**src/rtl/u409_pkg.sv**
```systemverilog
// Shared types and helpers for the U409 buffer sequencer and the address decode.
// Direction encoding, dwell-counter width and the one-hot check live here.
package u409_pkg;

    typedef enum logic [1:0] {
        IDLE   = 2'd0,
        SETDIR = 2'd1,
        ACTIVE = 2'd2,
        TURN   = 2'd3
    } state_e;

    localparam logic DIR_TO_CPU = 1'b1;
    localparam logic DIR_TO_BUS = 1'b0;

    localparam int unsigned DWELL_W = 4;
    localparam int unsigned MAX_CH  = 8;

    // True when exactly one bit is set; narrower selects are zero-extended by the caller.
    function automatic logic is_onehot(input logic [MAX_CH-1:0] v);
        return (v != '0) && ((v & (v - MAX_CH'(1))) == '0);
    endfunction

endpackage

```
**src/rtl/u409_buffer_sequencer_if.sv**
```systemverilog
// Local-bus buffer-control bundle between address decode, the sequencer and the
// transfer-acknowledge logic.
interface u409_buffer_sequencer_if #(
    parameter int unsigned N_CH = 2
);
    logic            ACCESS;
    logic [N_CH-1:0] SEL;
    logic            RW;
    logic            DMA;
    logic [N_CH-1:0] BUFENn;
    logic [N_CH-1:0] BUFDIR;
    logic            BUF_RDY;
    logic            SEL_ERR;

    modport master (
        output ACCESS, SEL, RW, DMA,
        input  BUFENn, BUFDIR, BUF_RDY, SEL_ERR
    );

    modport slave (
        input  ACCESS, SEL, RW, DMA,
        output BUFENn, BUFDIR, BUF_RDY, SEL_ERR
    );
endinterface

```
**src/rtl/u409_dwell_counter.sv**
```systemverilog
// Loadable down-counter shared by the direction-setup and turnaround dwells.
// Saturates at zero; last_o flags the cycle whose decrement reaches zero.
module u409_dwell_counter
    import u409_pkg::*;
(
    input  logic               clk_i,
    input  logic               rst_i,
    input  logic               load_i,
    input  logic [DWELL_W-1:0] load_val_i,
    input  logic               dec_i,
    output logic               zero_o,
    output logic               last_o
);

    logic [DWELL_W-1:0] count_q;

    always_ff @(posedge clk_i) begin
        if (rst_i) begin
            count_q <= '0;
        end else if (load_i) begin
            count_q <= load_val_i;
        end else if (dec_i && !zero_o) begin
            count_q <= count_q - DWELL_W'(1);
        end
    end

    assign zero_o = (count_q == '0);
    assign last_o = (count_q == DWELL_W'(1));

endmodule

```
**src/rtl/u409_buffer_sequencer.sv**
```systemverilog
// Sequences direction then enable for each buffer group, with a turnaround dwell after
// release so no two groups ever drive the local bus together. All outputs registered.
module u409_buffer_sequencer
    import u409_pkg::*;
#(
    parameter int unsigned N_CH      = 2,
    parameter int unsigned DIR_SETUP = 1,
    parameter int unsigned TURN_CYC  = 1
) (
    input  logic                    CLK40,
    input  logic                    RESET,
    u409_buffer_sequencer_if.slave  bus
);

    localparam logic [DWELL_W-1:0] SETUP_LD = DWELL_W'(DIR_SETUP);
    localparam logic [DWELL_W-1:0] TURN_LD  = DWELL_W'(TURN_CYC);

    state_e             state_q, state_d;
    logic [N_CH-1:0]    sel_q, sel_d;
    logic [N_CH-1:0]    en_d;
    logic [N_CH-1:0]    bufen_q, bufdir_q;
    logic               rdy_q, rdy_d;
    logic               err_q, err_d;
    logic               dir_load;
    logic               dir_val;
    logic               sel_one, sel_none;
    logic               cnt_load, cnt_dec, cnt_zero, cnt_last;
    logic [DWELL_W-1:0] cnt_val;

    assign sel_one  = is_onehot(MAX_CH'(bus.SEL));
    assign sel_none = (bus.SEL == '0);

    always_comb begin
        state_d  = state_q;
        sel_d    = sel_q;
        en_d     = '0;
        rdy_d    = 1'b0;
        err_d    = 1'b0;
        dir_load = 1'b0;
        dir_val  = (bus.RW ^ bus.DMA) ? DIR_TO_CPU : DIR_TO_BUS;
        cnt_load = 1'b0;
        cnt_val  = SETUP_LD;
        cnt_dec  = 1'b0;
        unique case (state_q)
            IDLE: begin
                if (bus.ACCESS) begin
                    if (sel_one) begin
                        sel_d    = bus.SEL;
                        dir_load = 1'b1;
                        if (DIR_SETUP == 0) begin
                            state_d = ACTIVE;
                            en_d    = bus.SEL;
                            rdy_d   = 1'b1;
                        end else begin
                            state_d  = SETDIR;
                            cnt_load = 1'b1;
                        end
                    end else if (sel_none) begin
                        rdy_d = 1'b1;
                    end else begin
                        err_d = 1'b1;
                    end
                end
            end
            SETDIR, ACTIVE: begin
                cnt_dec = (state_q == SETDIR);
                if (!bus.ACCESS) begin
                    // Dropping the access still pays the turnaround dwell.
                    if (TURN_CYC == 0) begin
                        state_d = IDLE;
                    end else begin
                        state_d  = TURN;
                        cnt_load = 1'b1;
                        cnt_val  = TURN_LD;
                    end
                end else if (state_q == ACTIVE || cnt_last || cnt_zero) begin
                    state_d = ACTIVE;
                    en_d    = sel_q;
                    rdy_d   = 1'b1;
                end
            end
            TURN: begin
                cnt_dec = 1'b1;
                if (cnt_last || cnt_zero) begin
                    state_d = IDLE;
                end
            end
            default: state_d = IDLE;
        endcase
    end

    always_ff @(posedge CLK40) begin
        if (RESET) begin
            state_q <= IDLE;
            sel_q   <= '0;
            rdy_q   <= 1'b0;
            err_q   <= 1'b0;
        end else begin
            state_q <= state_d;
            sel_q   <= sel_d;
            rdy_q   <= rdy_d;
            err_q   <= err_d;
        end
    end

    u409_dwell_counter u_dwell (
        .clk_i      (CLK40),
        .rst_i      (RESET),
        .load_i     (cnt_load),
        .load_val_i (cnt_val),
        .dec_i      (cnt_dec),
        .zero_o     (cnt_zero),
        .last_o     (cnt_last)
    );

    for (genvar g = 0; g < N_CH; g++) begin : g_grp
        logic en_n_q;
        logic dir_q;

        always_ff @(posedge CLK40) begin
            if (RESET) begin
                en_n_q <= 1'b1;
                dir_q  <= 1'b0;
            end else begin
                en_n_q <= ~en_d[g];
                if (dir_load && bus.SEL[g]) begin
                    dir_q <= dir_val;
                end
            end
        end

        assign bufen_q[g]  = en_n_q;
        assign bufdir_q[g] = dir_q;
    end

    assign bus.BUFENn  = bufen_q;
    assign bus.BUFDIR  = bufdir_q;
    assign bus.BUF_RDY = rdy_q;
    assign bus.SEL_ERR = err_q;

endmodule

```
**src/flat_wrapper.sv**
```systemverilog
// flat-port wrapper written by rule: the top's interface ports become plain ports
module u409_buffer_sequencer_flat import u409_pkg::*;
#(
    parameter int unsigned N_CH      = 2,
    parameter int unsigned DIR_SETUP = 1,
    parameter int unsigned TURN_CYC  = 1
)
  (CLK40, RESET, bus_ACCESS, bus_SEL, bus_RW, bus_DMA, bus_BUFENn, bus_BUFDIR, bus_BUF_RDY, bus_SEL_ERR);
  u409_buffer_sequencer_if #(.N_CH(N_CH)) bus_i ();
  input  logic CLK40;
  input  logic RESET;
  input wire logic [$bits(bus_i.ACCESS)-1:0] bus_ACCESS;
  input wire logic [$bits(bus_i.SEL)-1:0] bus_SEL;
  input wire logic [$bits(bus_i.RW)-1:0] bus_RW;
  input wire logic [$bits(bus_i.DMA)-1:0] bus_DMA;
  output wire logic [$bits(bus_i.BUFENn)-1:0] bus_BUFENn;
  output wire logic [$bits(bus_i.BUFDIR)-1:0] bus_BUFDIR;
  output wire logic [$bits(bus_i.BUF_RDY)-1:0] bus_BUF_RDY;
  output wire logic [$bits(bus_i.SEL_ERR)-1:0] bus_SEL_ERR;
  assign bus_i.ACCESS = bus_ACCESS;
  assign bus_i.SEL = bus_SEL;
  assign bus_i.RW = bus_RW;
  assign bus_i.DMA = bus_DMA;
  assign bus_BUFENn = bus_i.BUFENn;
  assign bus_BUFDIR = bus_i.BUFDIR;
  assign bus_BUF_RDY = bus_i.BUF_RDY;
  assign bus_SEL_ERR = bus_i.SEL_ERR;
  u409_buffer_sequencer #(.N_CH(N_CH), .DIR_SETUP(DIR_SETUP), .TURN_CYC(TURN_CYC)) u_core (.CLK40(CLK40), .RESET(RESET), .bus(bus_i));
endmodule
```
**config.mk**
```make
export PLATFORM = sky130hd
export DESIGN_NAME = u409_buffer_sequencer_flat
export DESIGN_NICKNAME = d
export VERILOG_FILES = /design/src/rtl/u409_pkg.sv /design/src/rtl/u409_buffer_sequencer_if.sv /design/src/rtl/u409_dwell_counter.sv /design/src/rtl/u409_buffer_sequencer.sv /design/src/flat_wrapper.sv
export SDC_FILE = /design/constraint.sdc
export NUM_CORES = 1
export LEC_CHECK = 0
export ABC_AREA = 1
export ABC_CLOCK_PERIOD_IN_PS = 4100
export CAP_MARGIN = 25
export CORE_ASPECT_RATIO = 0.9
export CORE_MARGIN = 2
export CORE_UTILIZATION = 34
export DETAILED_ROUTE_END_ITERATION = 8
export PLACE_DENSITY = 0.6
export SYNTH_ARGS = -nofsm -noshare
export SYNTH_HDL_FRONTEND = slang
export SYNTH_SLANG_ARGS = --single-unit
export TNS_END_PERCENT = 10
```
**constraint.sdc**
```tcl
create_clock -name CLK40 -period 4.1 [get_ports CLK40]
set_input_delay 0.82 -clock CLK40 [delete_from_list [all_inputs] [get_ports CLK40]]
set_output_delay 0.82 -clock CLK40 [all_outputs]
set_load 0.02 [all_outputs]
```
After elaboration in Yosys (flattened, before gate mapping)
Index checks and enable logic that the tools add are counted.
Widths: inputs -> output; s select.
{ "classes": {"add_sub_neg": 2, "muxes": 25, "eq_ne": 8, "n_reduce_logical": 19, "bitwise_logic": 6} }
{ "op_table": {"columns": ["op", "n"], "rows": [
  ["$mux 2", 8],
  ["$mux 1", 13],
  ["$and 2x8->8", 1],
  ["$logic_not 8->1", 1],
  ["$pmux 1 s2", 3],
  ["$pmux 2 s3", 1],
  ["$eq 2x2->1 const B", 2],
  ["$eq 4x1->1 const B", 1],
  ["$logic_and 1x1->1", 4],
  ["$logic_not 2->1", 2],
  ["$logic_not 4->1", 1],
  ["$ne 2x1->1 const B", 2],
  ["$not 1->1", 4],
  ["$reduce_and 4->1", 1],
  ["$reduce_bool 2->1", 2],
  ["$reduce_or 2->1", 2],
  ["$reduce_or 4->1", 1],
  ["$sub 4x1->4 const B", 1],
  ["$logic_or 1x1->1", 3],
  ["$ne 3x2->1 const B", 1],
  ["$reduce_and 3->1", 1],
  ["$sub 2x1->3 const B", 1],
  ["$eq 2x1->1 const B", 1],
  ["$ne 2x2->1 const B", 1],
  ["2 further kinds", 2]
]} }
{ "totals": {"out_inout_bits": 6, "ff_bits": 14, "inputBits": 7} }

Depth between registers and ports, before layout
{ "logic_depth": {"depth_word": 8, "ltp_mapped": 9, "depth_no_buf": 9} }

Cells and area by module
A second synthesis with hierarchy kept.
{ "hier_totals": {"cells_unflattened": 119, "hier_area_um2": 829.5} }
{ "modules_own_cells": {"columns": ["mod", "n_inst", "area_per_inst_um2", "cells_per_inst", "seq_area_each_um2"], "rows": [
  ["u409_buffer_sequencer", 1, 544.3, 72, 200.2],
  ["u409_dwell_counter", 1, 285.3, 47, 80.1]
]} }

Worst setup path after synthesis
Ideal clock, no wire load.
{ "synth_timing": {"path_type": "in2reg", "start": "input port bus_SEL[0]", "end": "register u_core.u_dwell.count_q[2]", "n_path_buf": 0, "slack_ns": 2.367, "cell_stages": 9, "arrival_time_ns": 1.612, "setup_time_ns": 0.122, "t_required_ns": 3.978, "cell_sequence": "inv_1 > ha_1 > inv_4 > nor2_4 > inv_2 > nand2_2 > nand2_2 > nand2_2 > nor3b_2"} }
{ "synth_via": {"elab_chain_len": 8, "word_cells_on_any_way": 9} }
{ "synth_rtl": {"columns": ["element", "line_no", "rtl"], "rows": [
  ["start, declared", "flat_wrapper.sv:13", "input wire logic [$bits(bus_i.SEL)-1:0] bus_SEL;"],
  ["$sub 2x1->3", "u409_pkg.sv:20", "return (v != '0) && ((v & (v - MAX_CH'(1))) == '0);"],
  ["$and 2x8->8", "u409_pkg.sv:20", null],
  ["$logic_not 8->1", "u409_pkg.sv:20", null],
  ["$logic_and 1x1->1 *", "u409_pkg.sv:20", null],
  ["$mux 1 *", "u409_buffer_sequencer.sv:47", "if (sel_one) begin"],
  ["$mux 1 *", "u409_buffer_sequencer.sv:46", "if (bus.ACCESS) begin"],
  ["$pmux 1 s2 *", "u409_buffer_sequencer.sv:44", "unique case (state_q)"],
  ["$reduce_or 2->1 (no line) *", null, null],
  ["end signal, assigned", "u409_dwell_counter.sv:21", "count_q <= load_val_i;"],
  ["end signal, assigned", "u409_dwell_counter.sv:23", "count_q <= count_q - DWELL_W'(1);"],
  ["end, declared", "u409_dwell_counter.sv:15", "logic [DWELL_W-1:0] count_q;"]
]} }
Every way passes the cells marked *; elsewhere a longest branch is shown, timed or not.
A chain may end at the register's enable or synchronous reset.

Final worst setup path
{ "layout_timing": {"start": "input port bus_SEL[1]", "end": "register u_core.u_dwell.count_q[2]"} }
Same word-level chain as after synthesis.

==> Implementation_results.wiki <==
{| class="wikitable"
! Metric !! Value
|-
| Post-CTS setup-driven buffer insertion count || 0
|-
| Yosys reg bits || 14
|-
| Skew-Pair Late Insertion Delay || 0.28 ns
|-
| Final instance area || 970 um^2
|-
| Setup-violating endpoint count in the final report || 0
|-
| Largest net degree at the start of global routing || 9
|-
| Die footprint || 0.00279 mm^2
|-
| Part of the Yosys area used for sequential elements || 0.346
|-
| Category of the critical setup timing path || in2reg
|-
| F_max || 483 MHz
|-
| Number of fill cells || 226
|-
| Worst-case headroom to the max-slew limit || 0.809
|-
| Pleak || 0.421 nW
|-
| Combined area of the multi-input logic cells || 425 um^2
|-
| Wire length of the first global-routing pass || 2460 um
|-
| Top-Level Pins || 13
|-
| Critical Path RT || 4.28 ns
|-
| Clock sink count || 14
|-
| Net count after synthesis || 119
|-
| Area Overhead vs Synth || 19.8%
|-
| Horizontal die dimension || 55.4 um
|-
| Type of element capturing the critical path || flop
|-
| Worst min path class || reg2reg
|-
| Final hold violation count || 0
|-
| Setup TNS Final || 0 ns
|-
| Synthesized cell area || 810 um^2
|-
| Drt initial violations || 11
|-
| Pre-antenna DRT Iters || 2
|-
| Result of the run || finished, final reports clean
|-
| Number of buffers inserted during clock tree synthesis || 3
|-
| Yosys warning count || 0
|-
| Worst Max-Slew Pin Slew || 0.285 ns
|-
| Clock slew seen by the registers of the worst setup and hold paths || 0.09 ns
|-
| Clock period minus final worst setup slack || 2.07 ns
|-
| Syn Inst Count || 104
|-
| Resized Gates After CTS || 0
|-
| Leftover overflow at the end of global routing || 0
|-
| Overall power of the completed layout || 0.533 mW
|-
| CTS tree || yes
|-
| Number of antenna-violating nets in the routed design || 0
|-
| Startpoint Class || input port
|-
| Worst setup skew after layout || 0.00368 ns
|-
| Total core area || 0.00222 mm^2
|-
| Initial antenna violation count || 0
|-
| Average wire per cell in the routed design || 9.84 um
|-
| Footprint of the flip-flops and latches || 280 um^2
|-
| Clock tree root driver cell || sky130_fd_sc_hd__clkbuf_4
|-
| Share of post-route cells with drive strength above 1 || 0.172
|-
| DRC errors left || 0
|-
| RSZ-0062 raised after global routing || false
|-
| CTS Hold Buffers Added || 0
|-
| Total count of max-transition violations in the final report || 0
|-
| Total Nets Final || 132
|-
| Vias post-DR || 672
|-
| Count of port buffers added during placement || 12
|-
| Number of unique standard cell types used by synthesis || 26
|-
| Arrival @ worst endpoint || 2.24 ns
|-
| Ant diodes || 0
|-
| Part of the cycle the worst path needs || 0.505
|-
| Vias per cell || 4.70
|-
| Highest fanout seen on the critical path || 5
|-
| MaxCap Viol Count || 0
|-
| Max Buffers Root-to-Sink || 2
|-
| Area after detailed placement || 933 um^2
|-
| Mean Syn Cell Area || 7.78 um^2
|-
| Largest vdd supply drop || 0.000290 V
|-
| Die Ht || 50.3 um
|-
| Routability Congestion || 0.766
|-
| Initial Util || 0.364
|-
| Cell row count || 16
|-
| Sum of routed wire length over all layers || 1410 um
|-
| Vias in the first global route || 618
|-
| Total GRT Usage || 0.114
|-
| Detailed placement HPWL || 1150 um
|-
| Total number of H-tree levels || 1
|-
| Pwr Density || 550 mW/mm^2
|}
==> routing by layer <==
layer / part of all wire / track usage / wire, um / vias up
met5: 0 / 0 / 0 / -
li1: - / - / - / 350
met1: 0.48 / 0.126 / 675 / 312
met4: 0.0085 / 0.0407 / 12 / 0
met3: 0.046 / 0.0567 / 65 / 2
met2: 0.46 / 0.188 / 653 / 8
==> cells by family (layout without fill, tap and decap cells) <==
group / after synthesis / after routing / share of synthesized area
AOI/OAI and AO/OA: 17 / 17 / 0.124
xor gates and xnor gates: 2 / 2 / 0.0216
adders and majority gates: 8 / 8 / 0.124
buffers and inverters: 23 / 35 / 0.128
DFF: 14 / 14 / 0.346
and+or+nand+nor: 40 / 40 / 0.257
==> path summary, 6_finish.rpt <==
| path | from | endpoint | slack [ns] | cells past startpoint |
|---|---|---|---|---|
| setup / recovery | bus_SEL[1] | u_core.u_dwell.count_q[2]$_SDFFE_PP0P_ | 2.03 | 10 |
| hold / removal | u_core.sel_q[1]$_SDFFE_PP0P_ | u_core.g_grp[1].en_n_q$_SDFF_PP1_ | 0.43 | 1 |
| setup reg to reg | u_core.state_q[0]$_SDFFE_PP0P_ | u_core.u_dwell.count_q[2]$_SDFFE_PP0P_ | 2.63 | 7 |
| hold reg to reg | u_core.sel_q[1]$_SDFFE_PP0P_ | u_core.g_grp[1].en_n_q$_SDFF_PP1_ | 0.43 | 1 |
==> power breakdown <==
group	leakage (nW)	internal, mW	switching [mW]	total [mW]
Clock	0.0210	0.0541	0.0457	0.0997
Combinational	0.285	0.0995	0.155	0.254
Sequential	0.114	0.160	0.0188	0.179
Total	0.421	0.314	0.219	0.533
==> placed cells by master, fill, tap and decap left out, drive strengths merged <==
cell type / netlist / layout
a21oi: 8 / 8
ha: 8 / 8
nand4: 2 / 2
nand2: 23 / 23
o21ai: 7 / 7
clkbuf: 0 / 4
xor2: 1 / 1
o2111ai: 1 / 1
dfxtp: 14 / 14
nor3b: 1 / 1
xnor2: 1 / 1
a31oi: 1 / 1
inv: 18 / 18
nand3: 4 / 4
clkinv: 1 / 1
nor3: 1 / 1
clkdlybuf4s50: 0 / 12
nor4: 1 / 1
nor2: 8 / 8
==> sequential cells by signal (all words and copies together) (netlist names) <==
signal                  cells
u_core.u_dwell.count_q      4
u_core.sel_q                2
u_core.state_q              2
u_core.bus.SEL_ERR          1
u_core.bus.BUF_RDY          1
u_core.g_grp.dir_q          2
u_core.g_grp.en_n_q         2
==> synth_stat cells <==
library cell / count / area share
sky130_fd_sc_hd__a31oi_2: 1 / 0.015
sky130_fd_sc_hd__a21oi_1: 8 / 0.049
sky130_fd_sc_hd__nor3_1: 1 / 0.0062
sky130_fd_sc_hd__nand3_1: 2 / 0.012
sky130_fd_sc_hd__nor2_4: 1 / 0.014
sky130_fd_sc_hd__nor4_1: 1 / 0.0077
sky130_fd_sc_hd__o21ai_2: 1 / 0.011
sky130_fd_sc_hd__nand4_1: 2 / 0.015
sky130_fd_sc_hd__o21ai_1: 4 / 0.025
sky130_fd_sc_hd__inv_4: 1 / 0.0077
sky130_fd_sc_hd__nand2_2: 6 / 0.046
sky130_fd_sc_hd__dfxtp_1: 14 / 0.35
sky130_fd_sc_hd__inv_1: 15 / 0.070
sky130_fd_sc_hd__nand3_2: 2 / 0.025
sky130_fd_sc_hd__xnor2_1: 1 / 0.011
sky130_fd_sc_hd__nor3b_2: 1 / 0.015
sky130_fd_sc_hd__o2111ai_1: 1 / 0.011
sky130_fd_sc_hd__nor2_1: 6 / 0.028
sky130_fd_sc_hd__inv_2: 2 / 0.0093
sky130_fd_sc_hd__clkinv_1: 1 / 0.0046
sky130_fd_sc_hd__xor2_1: 1 / 0.011
sky130_fd_sc_hd__buf_4: 4 / 0.037
sky130_fd_sc_hd__nor2_2: 1 / 0.0077
sky130_fd_sc_hd__ha_1: 8 / 0.12
sky130_fd_sc_hd__nand2_1: 17 / 0.079
sky130_fd_sc_hd__o21ai_0: 2 / 0.012
==> through the flow <==
stage	setup slack [ns]	hold WS [ns]	utilization	instances
detailed placement	1.74	0.405	0.420	139
CTS	2.04	0.429	0.436	143
floorplan	2.37	0.384	-	104
global placement	1.77	0.412	0.420	139
finish	2.03	0.428	0.436	143
global route	1.94	0.432	0.436	143
==> area by class of cell <==
type                       instances  area share
multi-input combinational         67       0.439
timing repair buffer              12       0.124
sequential                        14       0.289
inverter                          19      0.0761
tap                               27      0.0348
clock buffer                       4      0.0374
==> critical path, stage by stage <==
cell	delay, ns
sky130_fd_sc_hd__clkdlybuf4s50_1	0.50
sky130_fd_sc_hd__inv_1	0.06
sky130_fd_sc_hd__ha_1	0.33
sky130_fd_sc_hd__inv_4	0.05
sky130_fd_sc_hd__nor2_4	0.15
sky130_fd_sc_hd__inv_2	0.07
sky130_fd_sc_hd__nand2_2	0.06
sky130_fd_sc_hd__nand2_2	0.06
sky130_fd_sc_hd__nand2_2	0.10
sky130_fd_sc_hd__nor3b_2	0.05
(Power assumes the default switching activity.)
